File: config.mk
export PLATFORM = sky130hd
export DESIGN_NAME = pagerank_scheduler
export DESIGN_NICKNAME = d
export VERILOG_FILES = /design/src/rtl/pagerank_pkg.sv /design/src/rtl/rr_next_sel.sv /design/src/rtl/pagerank_scheduler.sv
export SDC_FILE = /design/constraint.sdc
export NUM_CORES = 1
export LEC_CHECK = 0
export BUFFER_PORTS_ARGS = -buffer_cell sky130_fd_sc_hd__buf_2
export CAP_MARGIN = 20
export CORE_ASPECT_RATIO = 1.4
export CORE_MARGIN = 10
export CORE_UTILIZATION = 45
export CTS_BUF_LIST = sky130_fd_sc_hd__clkbuf_8
export CTS_CLUSTER_DIAMETER = 200
export DETAILED_ROUTE_END_ITERATION = 12
export PLACE_DENSITY_LB_ADDON = 0.3
export SYNTH_ARGS = -nofsm -noshare
export SYNTH_HDL_FRONTEND = slang
export SYNTH_HIERARCHICAL = 1
export SYNTH_SLANG_ARGS = --single-unit
export TNS_END_PERCENT = 1
File: constraint.sdc
create_clock -name clock -period 4.15 [get_ports clock]
set_input_delay 0.83 -clock clock [delete_from_list [all_inputs] [get_ports clock]]
set_output_delay 0.83 -clock clock [all_outputs]
set_load 0.01 [all_outputs]
File: src/rtl/pagerank_pkg.sv
// Shared types and defaults for the PageRank scatter scheduler.
package pagerank_pkg;

    typedef enum logic [2:0] {IDLE, RUN, DRAIN, SYNC, FINISH} sched_state_t;

    localparam int DEFAULT_MAX_BURST = 8;

endpackage

File: src/rtl/rr_next_sel.sv
// Round-robin pick of the first incomplete unit strictly after cur, wrapping
// around so cur itself is the last candidate.
module rr_next_sel #(
    parameter int N  = 4,
    parameter int GW = $clog2(N)
) (
    input  logic [GW-1:0] cur,
    input  logic [N-1:0]  complete_mask,
    output logic [GW-1:0] next_idx,
    output logic          found
);

    logic [GW-1:0] cand;

    // Walk offsets from farthest to nearest so the nearest incomplete unit wins.
    always_comb begin
        next_idx = cur;
        found    = 1'b0;
        cand     = cur;
        for (int off = N; off >= 1; off--) begin
            cand = GW'((int'(cur) + off) % N);
            if (!complete_mask[cand]) begin
                next_idx = cand;
                found    = 1'b1;
            end
        end
    end

endmodule

File: src/rtl/pagerank_scheduler.sv
// Sequences the scatter units across PageRank iterations: round-robin grant of
// the shared gather port with a burst cap, drain, then a broadcast sync pulse.
module pagerank_scheduler
    import pagerank_pkg::*;
#(
    parameter int NUM_PARTITIONS = 4,
    parameter int MAX_BURST      = DEFAULT_MAX_BURST,
    parameter int GW             = $clog2(NUM_PARTITIONS)
) (
    input  logic                      clock,
    input  logic                      reset_n,
    input  logic                      start,
    input  logic [31:0]               num_iterations,
    input  logic [NUM_PARTITIONS-1:0] part_complete,
    input  logic [NUM_PARTITIONS-1:0] part_output_ready,
    input  logic                      gather_idle,
    output logic [NUM_PARTITIONS-1:0] part_enable,
    output logic                      next_iteration,
    output logic [GW-1:0]             grant_id,
    output logic [31:0]               iteration,
    output logic                      busy,
    output logic                      done
);

    localparam int BW = (MAX_BURST > 1) ? $clog2(MAX_BURST) : 1;
    localparam logic [BW-1:0] BURST_LAST = BW'(MAX_BURST - 1);

    sched_state_t  state;
    logic [GW-1:0] grant;
    logic [BW-1:0] burst;
    logic [31:0]   iter_cnt;
    logic [31:0]   iter_target;

    logic [GW-1:0] next_grant;
    logic          next_found;
    logic          all_complete;
    logic          rotate;
    logic [31:0]   iter_inc;

    rr_next_sel #(
        .N  (NUM_PARTITIONS),
        .GW (GW)
    ) u_next_sel (
        .cur           (grant),
        .complete_mask (part_complete),
        .next_idx      (next_grant),
        .found         (next_found)
    );

    assign all_complete = &part_complete;
    // A unit gives up the port when finished, stalled, or at its burst limit.
    assign rotate       = part_complete[grant] || !part_output_ready[grant] ||
                          (burst == BURST_LAST);
    assign iter_inc     = iter_cnt + 32'd1;

    always_ff @(posedge clock or negedge reset_n) begin
        if (!reset_n) begin
            state       <= IDLE;
            grant       <= '0;
            burst       <= '0;
            iter_cnt    <= '0;
            iter_target <= '0;
        end else begin
            case (state)
                IDLE: begin
                    if (start) begin
                        iter_target <= num_iterations;
                        iter_cnt    <= '0;
                        grant       <= '0;
                        burst       <= '0;
                        state       <= (num_iterations == 32'd0) ? FINISH : RUN;
                    end
                end
                RUN: begin
                    if (all_complete) begin
                        burst <= '0;
                        state <= DRAIN;
                    end else if (rotate) begin
                        if (next_found) grant <= next_grant;
                        burst <= '0;
                    end else begin
                        burst <= burst + 1'b1;
                    end
                end
                DRAIN: begin
                    if (gather_idle) state <= SYNC;
                end
                SYNC: begin
                    iter_cnt <= iter_inc;
                    grant    <= '0;
                    burst    <= '0;
                    state    <= (iter_inc == iter_target) ? FINISH : RUN;
                end
                FINISH: state <= IDLE;
                default: state <= IDLE;
            endcase
        end
    end

    // Moore decode: outputs depend only on registered state.
    always_comb begin
        part_enable = '0;
        if (state == RUN) begin
            part_enable[grant] = 1'b1;
        end else if (state == SYNC) begin
            part_enable = '1;
        end
    end

    assign next_iteration = (state == SYNC);
    assign grant_id       = grant;
    assign iteration      = iter_cnt;
    assign busy           = (state != IDLE);
    assign done           = (state == FINISH);

endmodule

== Word-level counts from Yosys, hierarchy flattened ==
Index checks and enable logic that the tools add are counted.

* $add $sub $neg: 6
* $lt $le $gt $ge: 6
* Equality and inequality tests: 13
* Muxes and demuxes: 41
* Reductions and logical operators: 15

{| class="wikitable"
|+ Operator list
! cell !! count
|-
| case mux 32 bit (2 select lines) || 1
|-
| adder 32 x 1 -> 32 bit, second input constant || 1
|-
| == test 32 bit || 1
|-
| logical NOT 32 bit || 1
|-
| two-way mux 32 bit || 1
|-
| two-way mux 3 bit || 8
|-
| two-way mux 2 bit || 8
|-
| < comparator 2 x 3 -> 1 bit, second input constant || 5
|-
| binary-select mux 1 bit (select 2 bit) || 6
|-
| inequality test 2 bit, second input constant || 6
|-
| case mux 3 bit (4 select lines) || 1
|-
| two-way mux 1 bit || 11
|-
| case mux 3 bit (3 select lines) || 1
|-
| two-way mux 4 bit || 2
|-
| == test 3 x 2 -> 1 bit, second input constant || 2
|-
| == test 3 bit, second input constant || 2
|-
| case mux 2 bit (3 select lines) || 1
|-
| AND reduction 2 bit || 3
|-
| AND reduction 6 bit || 1
|-
| nonzero test 3 bit || 2
|-
| inequality test 5 bit, second input constant || 1
|-
| adder 2 x 1 -> 2 bit, second input constant || 2
|-
| adder 2 bit, second input constant || 2
|-
| AND reduction 4 bit || 1
|-
| other kinds (10) || 11
|}

* Flip-flop bits (word level): 72
* Input port bits: 44
* Word-level logic and storage cells: 86

== Longest topological paths before layout ==
Gate-level depths: netlist of the first run.

* Word-level depth: 11
* Depth in mapped cells: 9
* Mapped depth without buffers: 8

== By module ==
The synthesis of the first run kept the hierarchy.

{| class="wikitable"
|+ Modules (own cells, without submodules)
! module !! times used !! cells each !! area an instance (µm²)
|-
| pagerank_scheduler || 1 || 468 || 4438.0
|-
| rr_next_sel || 1 || 14 || 77.6
|}

== Worst setup path after synthesis of the first run ==
Ideal clock, no wire load.

* Path kind: reg2reg
* From: register iter_cnt[0] (netlist: iteration[0])
* To: register state[2]
* Library setup time: 67 ps
* Data arrival time: 2555 ps
* Data required time: 4083 ps
* Setup slack: 1528 ps
* Stages on the path, launching flop included: 10
* Path buffers: 1
* Clock period less this slack: 2622 ps
* Cell sequence: dfrtp_1 -> ha_1 -> nand3_2 -> buf_6 -> or4_4 -> nor4_4 -> xnor2_1 -> o21ai_2 -> nor4_2 -> a41o_1

* Longest elaborated chain between the ends: 4

{| class="wikitable"
|+ Ends and longest elaborated chain
! what !! RTL line !! source
|-
| from (decl) || pagerank_scheduler.sv:31 || <nowiki>logic [31:0] iter_cnt;</nowiki>
|-
| from (signal assigned) || pagerank_scheduler.sv:89 || <nowiki>iter_cnt <= iter_inc;</nowiki>
|-
| adder 32 x 1 -> 32 bit || pagerank_scheduler.sv:54 || <nowiki>assign iter_inc = iter_cnt + 32'd1;</nowiki>
|-
| == test 32 bit || pagerank_scheduler.sv:92 || <nowiki>state <= (iter_inc == iter_target) ? FINISH : RUN;</nowiki>
|-
| two-way mux 3 bit || pagerank_scheduler.sv:92 ||
|-
| case mux 3 bit (4 select lines) || pagerank_scheduler.sv:64 || <nowiki>case (state)</nowiki>
|-
| to (signal assigned) || pagerank_scheduler.sv:71 || <nowiki>state <= (num_iterations == 32'd0) ? FINISH : RUN;</nowiki>
|-
| to (signal assigned) || pagerank_scheduler.sv:92 ||
|-
| to (decl) || pagerank_scheduler.sv:28 || <nowiki>sched_state_t state;</nowiki>
|}

Every way passes these cells.
A chain may end at the register's enable or synchronous reset.

== Worst setup path after layout of the first run ==
Ends and elaborated chain as after synthesis.

==> results of run 1 <==
cells by family (layout without fill, tap and decap cells):
family	after synthesis	in the layout	synth area share, %
adders and majority gates	3	3	0.831
AOI/OAI and AO/OA	112	112	15.9
muxes	33	33	8.23
DFF	72	72	39.9
xor gates and xnor gates	52	52	10.1
buffers and inverters	38	117	3.99
and+or+nand+nor	172	172	21.1
layout by cell type, fill, tap and decap left out, drive strengths merged, types with 3 or more instances in the layout:
master  instances
and3            5
a31oi           7
nor2           42
nand2b          3
a21o            6
buf            91
nor3           10
xor2           12
o41ai           4
and4            3
mux2           33
a21oi          19
clkbuf         10
nand4          21
inv            13
o21ai          46
nor4           16
nand2          41
dfrtp          72
xnor2          40
ha              3
nand3          18
o31ai          13
nor2b           3
layer usage:
metal	vias up	wire length, um	part of all wire, %
li1	1912	-	-
met5	-	0	0
met3	25	543	4.3
met1	1930	5180	41
met4	0	393	3.1
met2	135	6490	51
where the power goes:
group | internal [W] | switching [W]
Clock | 0.000225 | 0.000266
Combinational | 0.000360 | 0.000343
Sequential | 0.000849 | 0.000175
Total | 0.00143 | 0.000784
layout make-up:
| class | count | area (um2) | area share [%] |
|---|---|---|---|
| timing repair buffer | 91 | 473 | 9.12 |
| multi-input combinational | 372 | 2540 | 49.0 |
| clock inverter | 6 | 28.8 | 0.555 |
| sequential | 72 | 1800 | 34.7 |
| inverter | 10 | 37.5 | 0.723 |
| tap | 135 | 169 | 3.26 |
| clock buffer | 10 | 138 | 2.65 |
path summary, 6_finish.rpt:
kind,endpoint,startpoint,cells after the start,slack [ns]
worst min register to register,state[1],state[2],1,0.50
min in group asynchronous,iter_target[6],reset_n,1,0.59
worst min-delay path,state[1],state[2],1,0.50
worst max-delay path,state[2],iteration[0],8,1.24
worst max register to register,state[2],iteration[0],8,1.24
max in group asynchronous,iter_target[27],reset_n,2,2.74
flip-flops by register name, summed over array words and instances, names as in the netlist:
| name | flops |
|---|---|
| iter_target | 32 |
| state | 3 |
| iteration | 32 |
| burst | 3 |
| grant_id | 2 |
critical path, stage by stage, from the launching register on:
cell                       delay, ns
sky130_fd_sc_hd__dfrtp_1        0.50
sky130_fd_sc_hd__ha_1           0.33
sky130_fd_sc_hd__nand3_2        0.27
sky130_fd_sc_hd__nor3_2         0.41
sky130_fd_sc_hd__and3_1         0.25
sky130_fd_sc_hd__o211ai_1       0.09
sky130_fd_sc_hd__or4_1          0.43
sky130_fd_sc_hd__nor4_2         0.34
sky130_fd_sc_hd__a41o_1         0.22
cell usage after synthesis, types with 12 or more instances:
| master | count | share of area, % |
|---|---|---|
| sky130_fd_sc_hd__a21oi_1 | 19 | 2.1 |
| sky130_fd_sc_hd__clkbuf_1 | 16 | 1.3 |
| sky130_fd_sc_hd__dfrtp_1 | 72 | 40 |
| sky130_fd_sc_hd__mux2_2 | 33 | 8.2 |
| sky130_fd_sc_hd__nand2_1 | 41 | 3.4 |
| sky130_fd_sc_hd__nand3_1 | 17 | 1.9 |
| sky130_fd_sc_hd__nand4_1 | 18 | 2.5 |
| sky130_fd_sc_hd__nor2_1 | 42 | 3.5 |
| sky130_fd_sc_hd__nor4_1 | 12 | 1.7 |
| sky130_fd_sc_hd__o21ai_0 | 42 | 4.7 |
| sky130_fd_sc_hd__o31ai_1 | 13 | 2.2 |
| sky130_fd_sc_hd__xnor2_1 | 40 | 7.8 |
| sky130_fd_sc_hd__xor2_1 | 12 | 2.3 |
metrics by stage:
| step | util (%) | hold WS [ns] |
|---|---|---|
| after floorplan | - | 0.436 |
| after global placement | 51.0 | 0.463 |
| after detailed placement | 51.0 | 0.477 |
| after CTS | 52.7 | 0.488 |
| after global routing | 52.7 | 0.511 |
| final | 52.7 | 0.499 |
==> impl_results.md, run 1 <==
* Pwr Total at 0.00222 W
* Total nets after synthesis at 529
* # setup viols final at 0
* Share of the yosys chip area belonging to registers at 39.9%
* Wirelength per Cell at 18.1 um
* Clock tree from TritonCTS: yes
* Placeable core region at 9850 um2
* Number of setup buffers added after CTS at 0
* Post-Place Cell Area at 5020 um2
* I/O pin count at 85
* Maximum capacitance violations at 0
* Pins Over Slew Limit at 0
* Placement-stage worst setup slack at 1.32 ns
* Unrepaired setup endpoints after global routing: no
* Final non-filler cell total at 696
* Status: complete, no violations
* Number of H-tree branching levels at 3
* Net count reported at finish at 603
* Power density over the cells at 427 nW/um2
* Synth-to-Final Area Change at 14.9%
* Per-cell via count in the routed design at 5.75
* # rows at 43
* Die H at 139 um
* Period Utilization, post-route at 70.0%
* Unique cell type count in the Yosys netlist at 55
* Arrival time of data at the critical path endpoint at 3.20 ns
* HPWL after detailed placement at 9500 um
* Worst hold path type: reg -> reg
* Startpoint kind of the worst setup timing path: flip-flop
* CTS Hold Buffers Added at 0
* Count of port buffers added during placement at 84
* CTS Sinks at 72
* Final hold violation count at 0
* Clock transition time at the flip-flop clock pins of the worst setup and hold paths at 0.08 ns
* Number of antenna violations at the first check in global routing at 0
* Least setup slack across all paths after layout at 1.24 ns
* Crit path kind: reg -> reg
* Top Usage Layer GRT: met2
* CP max FO at 12
* Largest clock skew in the final design at 0.0145 ns
* Maximum root-to-sink buffer count at 2
* Dominant synthesized flop cell: sky130_fd_sc_hd__dfrtp_1
* Setup TNS at 0 ns
* Clock tree root driver cell: sky130_fd_sc_hd__clkbuf_8
* Insertion delay to the later sink of the worst-skew pair at 0.36 ns
* Die footprint at 14500 um2
* Total CTS buffers at 9
* Via count of the first global-routing pass at 4095
* Post-route antenna net violation count at 0
* Cells after synthesis at 482
* Post-route minimum period at 2.91 ns
* Post-synthesis register bit count at 72
* Leftover overflow at the end of global routing at 0
* Synth async-reset ratio at 100%
* Synthesized area per cell at 9.37 um2
* Number of enable flip-flop cells after synthesis at 0
* Routability congestion estimate from global placement at 0.889
* Effective utilization at floorplan at 45.9%
* Count of placed standard cells including taps at 680
* Overall Global Routing Usage at 17.6%
* Cell area after synthesis at 4520 um2
* Die Span X at 105 um
* Leakage component of the power at 2.25 nW
* Layout cell share with drive strength beyond 1 at 27.8%
* Worst EP required at 4.45 ns
* Layout Cell Area excl Fill at 5190 um2
* Iteration-0 DRC Markers at 278
* Worst Max-Slew Pin Slew at 0.876 ns
* Number of iterations in the first detailed-routing pass at 4
* Worst slew slack as a fraction of its limit at 41.6%
* Total Wirelength at 12600 um
* Global-route wire length before repair at 21100 um
* Total number of vias at 4002
* Number of warnings printed during yosys synthesis at 6
* Capturing element type of the critical path: flip-flop
* Fillcell total at 957
* Total inserted antenna cells at 0
* Met1 Track Usage GR at 20.9%
* DRC violation count after routing at 0
* Fraction of met3 tracks used by global routing at 3.49%
* Met2 GRT Util at 29.8%
* Count of instances resized after the clock tree is built at 0
* Worst VDD drop at 0.000202 V
* Largest net degree at the start of global routing at 43
* Highest clock frequency the design can meet at 344 MHz
No activity file was read; power rests on OpenSTA's default activity.
==> inputs of run 2 (changes only) <==
- clock period: 4.15 -> 2.7 ns (I/O delays scaled with it)
==> run 2 against run 1 <==
  * Global-route usage grew 0.074 points
  * Worst setup slack worse by 1.1 ns
  * Flip-flop and latch count unchanged
  * Largest cell class unchanged
==> impl_results.md, run 2 (synthesis gave the netlist of run 1 again) <==
* Status: complete, no violations
* Global-route wire length before repair at 21100 um (unchanged)
* Post-route antenna net violation count at 0 (unchanged)
* Effective utilization at floorplan at 45.9% (unchanged)
* # setup viols final at 0 (unchanged)
* Worst slew slack as a fraction of its limit at 43.2% (+1.6 points)
* Unrepaired setup endpoints after global routing: no
* Hold Slack at 0.135 ns (-0.364 ns)
* Number of H-tree branching levels at 3 (unchanged)
* Crit path kind: reg -> reg
* Highest clock frequency the design can meet at 395 MHz (+15%)
* Via count of the first global-routing pass at 4221 (+3.1%)
* Setup TNS at 0 ns (unchanged)
* Leftover overflow at the end of global routing at 0 (unchanged)
* Synth-to-Final Area Change at 19.6%
* Clock transition time at the flip-flop clock pins of the worst setup and hold paths at 0.07 ns (about the same)
* Final core utilization at 54.9% (+2.2 points)
* CTS Hold Buffers Added at 0 (unchanged)
* Number of iterations in the first detailed-routing pass at 5 (+1)
* HPWL after detailed placement at 9780 um (+2.9%)
* Most frequent standard cell in the layout excluding fill and tap cells: sky130_fd_sc_hd__buf_2
* Total Wirelength at 12700 um (+0.91%)
* Register-to-register setup slack at 0.17 ns (-1.08 ns)
* Arrival time of data at the critical path endpoint at 2.83 ns (-0.37 ns)
* DRC violation count after routing at 0 (unchanged)
* Clock tree from TritonCTS: yes
* Worst EP required at 3.00 ns (-1.45 ns)
* Layout cell share with drive strength beyond 1 at 31.2% (+3.4 points)
* Die Span X at 105 um (unchanged)
* Power density over the cells at 658 nW/um2 (+54%)
* Maximum root-to-sink buffer count at 2 (unchanged)
* Iteration-0 DRC Markers at 287 (+3.2%)
* Overall Global Routing Usage at 17.7% (+0.074 points)
* Final hold violation count at 0 (unchanged)
* Worst Max-Slew Pin Slew at 0.849 ns (-0.0266 ns)
* Wirelength per Cell at 17.7 um (-2.2%)
* Total number of vias at 4120 (+2.9%)
* Count of port buffers added during placement at 84 (unchanged)
* Most used cells in the layout excluding fill and tap cells: sky130_fd_sc_hd__buf_2 (84), sky130_fd_sc_hd__dfrtp_1 (70), sky130_fd_sc_hd__o21ai_0 (42), sky130_fd_sc_hd__nand2_1 (41), sky130_fd_sc_hd__nor2_1 (41)
* Die footprint at 14500 um2 (unchanged)
* CP max FO at 10 (-2)
* Die H at 139 um (unchanged)
* Leakage component of the power at 2.39 nW (+6.3%)
* I/O pin count at 85 (unchanged)
* Capturing element type of the critical path: flip-flop
* Total CTS buffers at 9 (unchanged)
* Insertion delay to the later sink of the worst-skew pair at 0.36 ns (about the same)
* Routability congestion estimate from global placement at 0.925 (+4.0%)
* # rows at 43 (unchanged)
* Largest clock skew in the final design at 0.00532 ns (-0.00918 ns)
* Post-route minimum period at 2.53 ns (-0.374 ns)
* Worst VDD drop at 0.000282 V (+40%)
* Net count reported at finish at 625 (+3.6%)
* Number of antenna violations at the first check in global routing at 0 (unchanged)
* Worst hold path type: in -> async
* Period Utilization, post-route at 93.8% (+24 points)
* CTS Sinks at 72 (unchanged)
* Per-cell via count in the routed design at 5.74 (-0.21%)
* Startpoint kind of the worst setup timing path: flip-flop
* Pins Over Slew Limit at 0 (unchanged)
* Total inserted antenna cells at 0 (unchanged)
* Placeable core region at 9850 um2 (unchanged)
* Clock tree root driver cell: sky130_fd_sc_hd__clkbuf_8
* Maximum capacitance violations at 0 (unchanged)
* Largest net degree at the start of global routing at 42 (-2.3%)
==> run 2: layer usage <==
metal  up-vias  global-route usage, %  wire [um]
met2       153                   29.8       6260
met4         0                   10.5        552
met5         -                      0          0
met1      1975                   20.4       5200
met3        38                   3.40        712
li1       1954                      -          -
==> run 2: worst paths after layout <==
kind                                   endpoint                from  cells past startpoint
worst max-delay path                   state[2]        iteration[1]                      9
worst max register to register         state[2]        iteration[1]                      9
min in group clock              iter_target[26]  num_iterations[26]                      2
worst min register to register         state[1]            state[2]                      1
worst min-delay path               iteration[4]             reset_n                      1
max in group asynchronous         iteration[12]             reset_n                      2
==> run 2: final cells by class <==
cell class | instances | area [um2]
Fill cell | 954 | 4440
Inverter | 10 | 37.5
Clock inverter | 5 | 47.5
Timing Repair Buffer | 113 | 638
Multi-Input combinational cell | 372 | 2550
Sequential cell | 72 | 1800
Clock buffer | 11 | 151
Tap cell | 135 | 169
==> run 2: worst max-delay path, cell delays in order, from the launching register on <==
cell,delay (ns)
sky130_fd_sc_hd__dfrtp_2,0.42
sky130_fd_sc_hd__ha_1,0.19
sky130_fd_sc_hd__nand3_2,0.11
sky130_fd_sc_hd__buf_4,0.20
sky130_fd_sc_hd__nor3_2,0.26
sky130_fd_sc_hd__and3_1,0.19
sky130_fd_sc_hd__o211ai_1,0.08
sky130_fd_sc_hd__or4_1,0.43
sky130_fd_sc_hd__nor4_2,0.36
sky130_fd_sc_hd__a41o_1,0.22
==> run 2: timing repair <==
action,in CTS,in global routing
endpoints found under the setup margin,0,2
buffers inserted,0,1
gates resized for setup,0,4
endpoints found under the hold margin,0,0
==> run 2: through the flow <==
step | instance area, um2 | instances | power [W] | setup slack [ns]
after floorplan | 4520 | 482 | 0.00233 | 0.0785
after global placement | 5180 | 701 | 0.00267 | 0.208
after detailed placement | 5180 | 701 | 0.00272 | 0.169
after CTS | 5380 | 717 | 0.00358 | 0.161
after global routing | 5400 | 718 | 0.00379 | 0.0137
final | 5400 | 718 | 0.00355 | 0.168
==> run 2: report_power, final <==
group	leakage, nW	switching, W	internal, W
sequential	0.921	0.000241	0.00131
clock	0.112	0.000392	0.000467
combinational	1.36	0.000566	0.000580
==> inputs of run 3 (changes only) <==
- ABC_AREA: default -> 1
==> run 3 against run 2 <==
  * Global-route usage is 2.4 points higher
  * Non-clock buffer count is 19 lower
  * Register-to-register slack better by 0.18 ns
  * Routed wire length is 20% higher
  * Clock skew is 0.0071 ns higher
  * Clock-buffer cell count stayed put
  * Power is 19% higher
  * Cell count is 40% higher
  * Critical path depth is 6 higher
  * Via count is 28% higher
  * Synthesized cell count is 60% higher
  * Clock power is 5.0% lower
==> impl_results.md, run 3 <==
* Critical-path cell with the highest stage delay: sky130_fd_sc_hd__dfrtp_1
* Total nets after synthesis at 817 (+54%)
* Pins Over Slew Limit at 0 (unchanged)
* CTS Hold Buffers Added at 0 (unchanged)
* Fillcell total at 1125 (+18%)
* Clock tree root driver cell: sky130_fd_sc_hd__clkbuf_8
* Net count reported at finish at 909 (+45%)
* Arrival time of data at the critical path endpoint at 2.61 ns (-0.22 ns)
* Dominant synthesized flop cell: sky130_fd_sc_hd__dfrtp_1
* Unrepaired setup endpoints after global routing: no
* Most frequent standard cell in the layout excluding fill and tap cells: sky130_fd_sc_hd__nand2_1
* Dominant cell by count in the synthesized netlist: sky130_fd_sc_hd__nand2_1
* Delay of the slowest critical-path stage at 0.45 ns (+0.02 ns)
* Global-route wire length before repair at 24800 um (+17%)
* I/O pin count at 85 (unchanged)
* Highest clock frequency the design can meet at 425 MHz (+7.6%)
* Count of instances resized after the clock tree is built at 0 (unchanged)
* Startpoint kind of the worst setup timing path: flip-flop
* Cell mode on critical path: sky130_fd_sc_hd__nand2_1
* Clock transition time at the flip-flop clock pins of the worst setup and hold paths at 0.08 ns (about the same)
* Startpoint of the lowest-slack register-to-register path: iteration[0]
* Synthesized area per cell at 6.48 um2 (-31%)
* Synth async-reset ratio at 100% (unchanged)
* Cell area after synthesis at 4990 um2 (+10%)
* Largest net degree at the start of global routing at 38 (-9.5%)
* Cell type contributing the most total cell area after synthesis: sky130_fd_sc_hd__dfrtp_1
* Leakage component of the power at 3.03 nW (+27%)
* Total inserted antenna cells at 0 (unchanged)
* # rows at 45 (+4.7%)
* Wirelength per Cell at 15.2 um (-14%)
* Worst slew slack as a fraction of its limit at 66.0% (+23 points)
* Most used cells in the layout excluding fill and tap cells: sky130_fd_sc_hd__nand2_1 (272), sky130_fd_sc_hd__inv_1 (105), sky130_fd_sc_hd__nand3_1 (83), sky130_fd_sc_hd__buf_2 (83), sky130_fd_sc_hd__nor2_1 (81)
* Pwr Total at 0.00422 W (+19%)
* Number of enable flip-flop cells after synthesis at 0 (unchanged)
* Final hold violation count at 0 (unchanged)
* Share of the yosys chip area belonging to registers at 36.1% (-3.8 points)
* Number of H-tree branching levels at 3 (unchanged)
* Period Utilization, post-route at 87.2% (-6.6 points)
* Total CTS buffers at 9 (unchanged)
* CP max FO at 6 (-4)
* Routability congestion estimate from global placement at 0.952 (+2.9%)
* Die footprint at 15700 um2 (+8.6%)
* Combined area of the multi-input logic cells at 2730 um2 (+6.8%)
* Register-to-register setup slack at 0.35 ns (+0.18 ns)
* Post-route minimum period at 2.35 ns (-0.178 ns)
* Combined flip-flop and latch cell area at 1800 um2 (-0.14%)
* Worst hold path type: in -> async
* Number of antenna violations at the first check in global routing at 0 (unchanged)
* Insertion delay to the later sink of the worst-skew pair at 0.36 ns (about the same)
* Die H at 145 um (+4.3%)
* Hold Slack at 0.150 ns (+0.0152 ns)
* Largest cells by area after synthesis: sky130_fd_sc_hd__dfrtp_1 (36%), sky130_fd_sc_hd__nand2_1 (21%), sky130_fd_sc_hd__nand3_1 (8.3%), sky130_fd_sc_hd__inv_1 (7.8%), sky130_fd_sc_hd__nor2_1 (6.2%)
* Number of setup buffers added after CTS at 0 (unchanged)
* Crit path kind: reg -> reg
* Cell chain of the critical path: inv_1, nor2_4, nand3_1, o21ai_2, nand2_1, nand2_1, nand2_1, nor2_1, nand2_1, nor2_1, nand3_1, nand2_1, nand2_1, nand2_1, nand2_1
* Number of iterations in the first detailed-routing pass at 7 (+2)
* HPWL after detailed placement at 12300 um (+25%)
* Capturing element type of the critical path: flip-flop
* Top-area cell type share of the netlist area at 36.1% (-3.8 points)
* Per-cell via count in the routed design at 5.22 (-9.1%)
* Largest clock skew in the final design at 0.0125 ns (+0.00713 ns)
* Cells after synthesis at 770 (+60%)
* Via count of the first global-routing pass at 5073 (+20%)
* DRC violation count after routing at 0 (unchanged)
* Status: complete, no violations
* Worst VDD drop at 0.000400 V (+42%)
* Iteration-0 DRC Markers at 359 (+25%)
* Leftover overflow at the end of global routing at 0 (unchanged)
* Effective utilization at floorplan at 45.9% (about the same)
* Power density over the cells at 728 nW/um2 (+11%)
* Commonest cells in the netlist: sky130_fd_sc_hd__nand2_1 (273), sky130_fd_sc_hd__inv_1 (104), sky130_fd_sc_hd__nand3_1 (83)
* Unique cell type count in the Yosys netlist at 36 (-35%)
* Reg-to-reg endpoint: state[0]
* Placement-stage worst setup slack at 0.370 ns (+0.200 ns)
* Post-route antenna net violation count at 0 (unchanged)
* Kind of cell adding the most delay to the critical path: simple AND/OR/NAND/NOR gates
* Post-synthesis register bit count at 72 (unchanged)
* CTS Sinks at 72 (unchanged)
* Overall Global Routing Usage at 20.1% (+2.4 points)
* Synth-to-Final Area Change at 16.4%
* Final core utilization at 53.4% (-1.4 points)
* Placeable core region at 10900 um2 (+10%)
* Number of cells on the worst reg-to-reg path at 15 (+6)
* Maximum root-to-sink buffer count at 2 (unchanged)
* Clock tree from TritonCTS: yes
* Total Wirelength at 15300 um (+20%)
* Layout cell share with drive strength beyond 1 at 16.8% (-14 points)
* Die Span X at 109 um (+4.1%)
* Setup TNS at 0 ns (unchanged)
* Total number of vias at 5260 (+28%)
* Worst Max-Slew Pin Slew at 0.510 ns (-0.339 ns)
* Maximum capacitance violations at 0 (unchanged)
* Count of buffering cells on the critical path with inverters included at 1 (unchanged)
* # setup viols final at 0 (unchanged)
* Worst EP required at 2.96 ns (-0.04 ns)
* Count of port buffers added during placement at 84 (unchanged)
* Number of warnings printed during yosys synthesis at 6 (unchanged)
* Least setup slack across all paths after layout at 0.347 ns (+0.178 ns)
run 3: cell count changes after synthesis, sizes merged, moves of 11 or more:
cell,change
nand2,+244
inv,+96
nand3,+66
nor2,+51
xnor2,-39
mux2,-27
nand4,-12
o31ai,-12
o22ai,+11
xor2,-11
run 3: through the flow:
step	instances	instance area, um2
after global routing	1008	5800
after CTS	1008	5800
after floorplan	770	4990
final	1008	5800
after detailed placement	992	5620
after global placement	992	5620
run 3: worst max path at each step:
stage / startpoint / end / depth (start not counted)
after global placement: num_iterations[13] / state[0] / 9
final: iteration[0] / state[0] / 15
after global routing: iteration[9] / state[0] / 17
after CTS: iteration[9] / state[0] / 17
after detailed placement: num_iterations[13] / state[0] / 9
after floorplan: iteration[1] / state[0] / 18
run 3: kinds of logic (layout without fill, tap and decap cells):
group                      after synthesis  in the layout  synth area share [%]
and+or+nand+nor                        491            491                  43.3
buffers and inverters                  119            216                  9.28
AOI/OAI and AO/OA                       76             76                  8.33
DFF                                     72             72                  36.1
muxes                                    6              6                  1.35
adders and majority gates                3              3                 0.753
xor gates and xnor gates                 3              3                 0.803
run 3: area by class of cell:
type | count | share of cell area, %
timing repair buffer | 94 | 8.80
inverter | 106 | 6.98
tap | 141 | 3.04
sequential | 72 | 31.0
clock buffer | 11 | 2.61
clock inverter | 5 | 0.560
multi-input combinational | 579 | 47.0
run 3: routing by layer:
metal  track usage, %  share of wire, %  up-vias
met5                0                 0        -
met4             8.56               3.0        0
met3             4.50               6.6       33
met2             34.5                50      165
met1             23.4                41     2420
li1                 -                 -     2642
run 3: where the power goes:
group | switching [W] | internal, W | leakage [nW]
logic | 0.00112 | 0.000647 | 2.01
registers | 0.000279 | 0.00136 | 0.932
clock network | 0.000437 | 0.000381 | 0.0927
total | 0.00183 | 0.00239 | 3.03
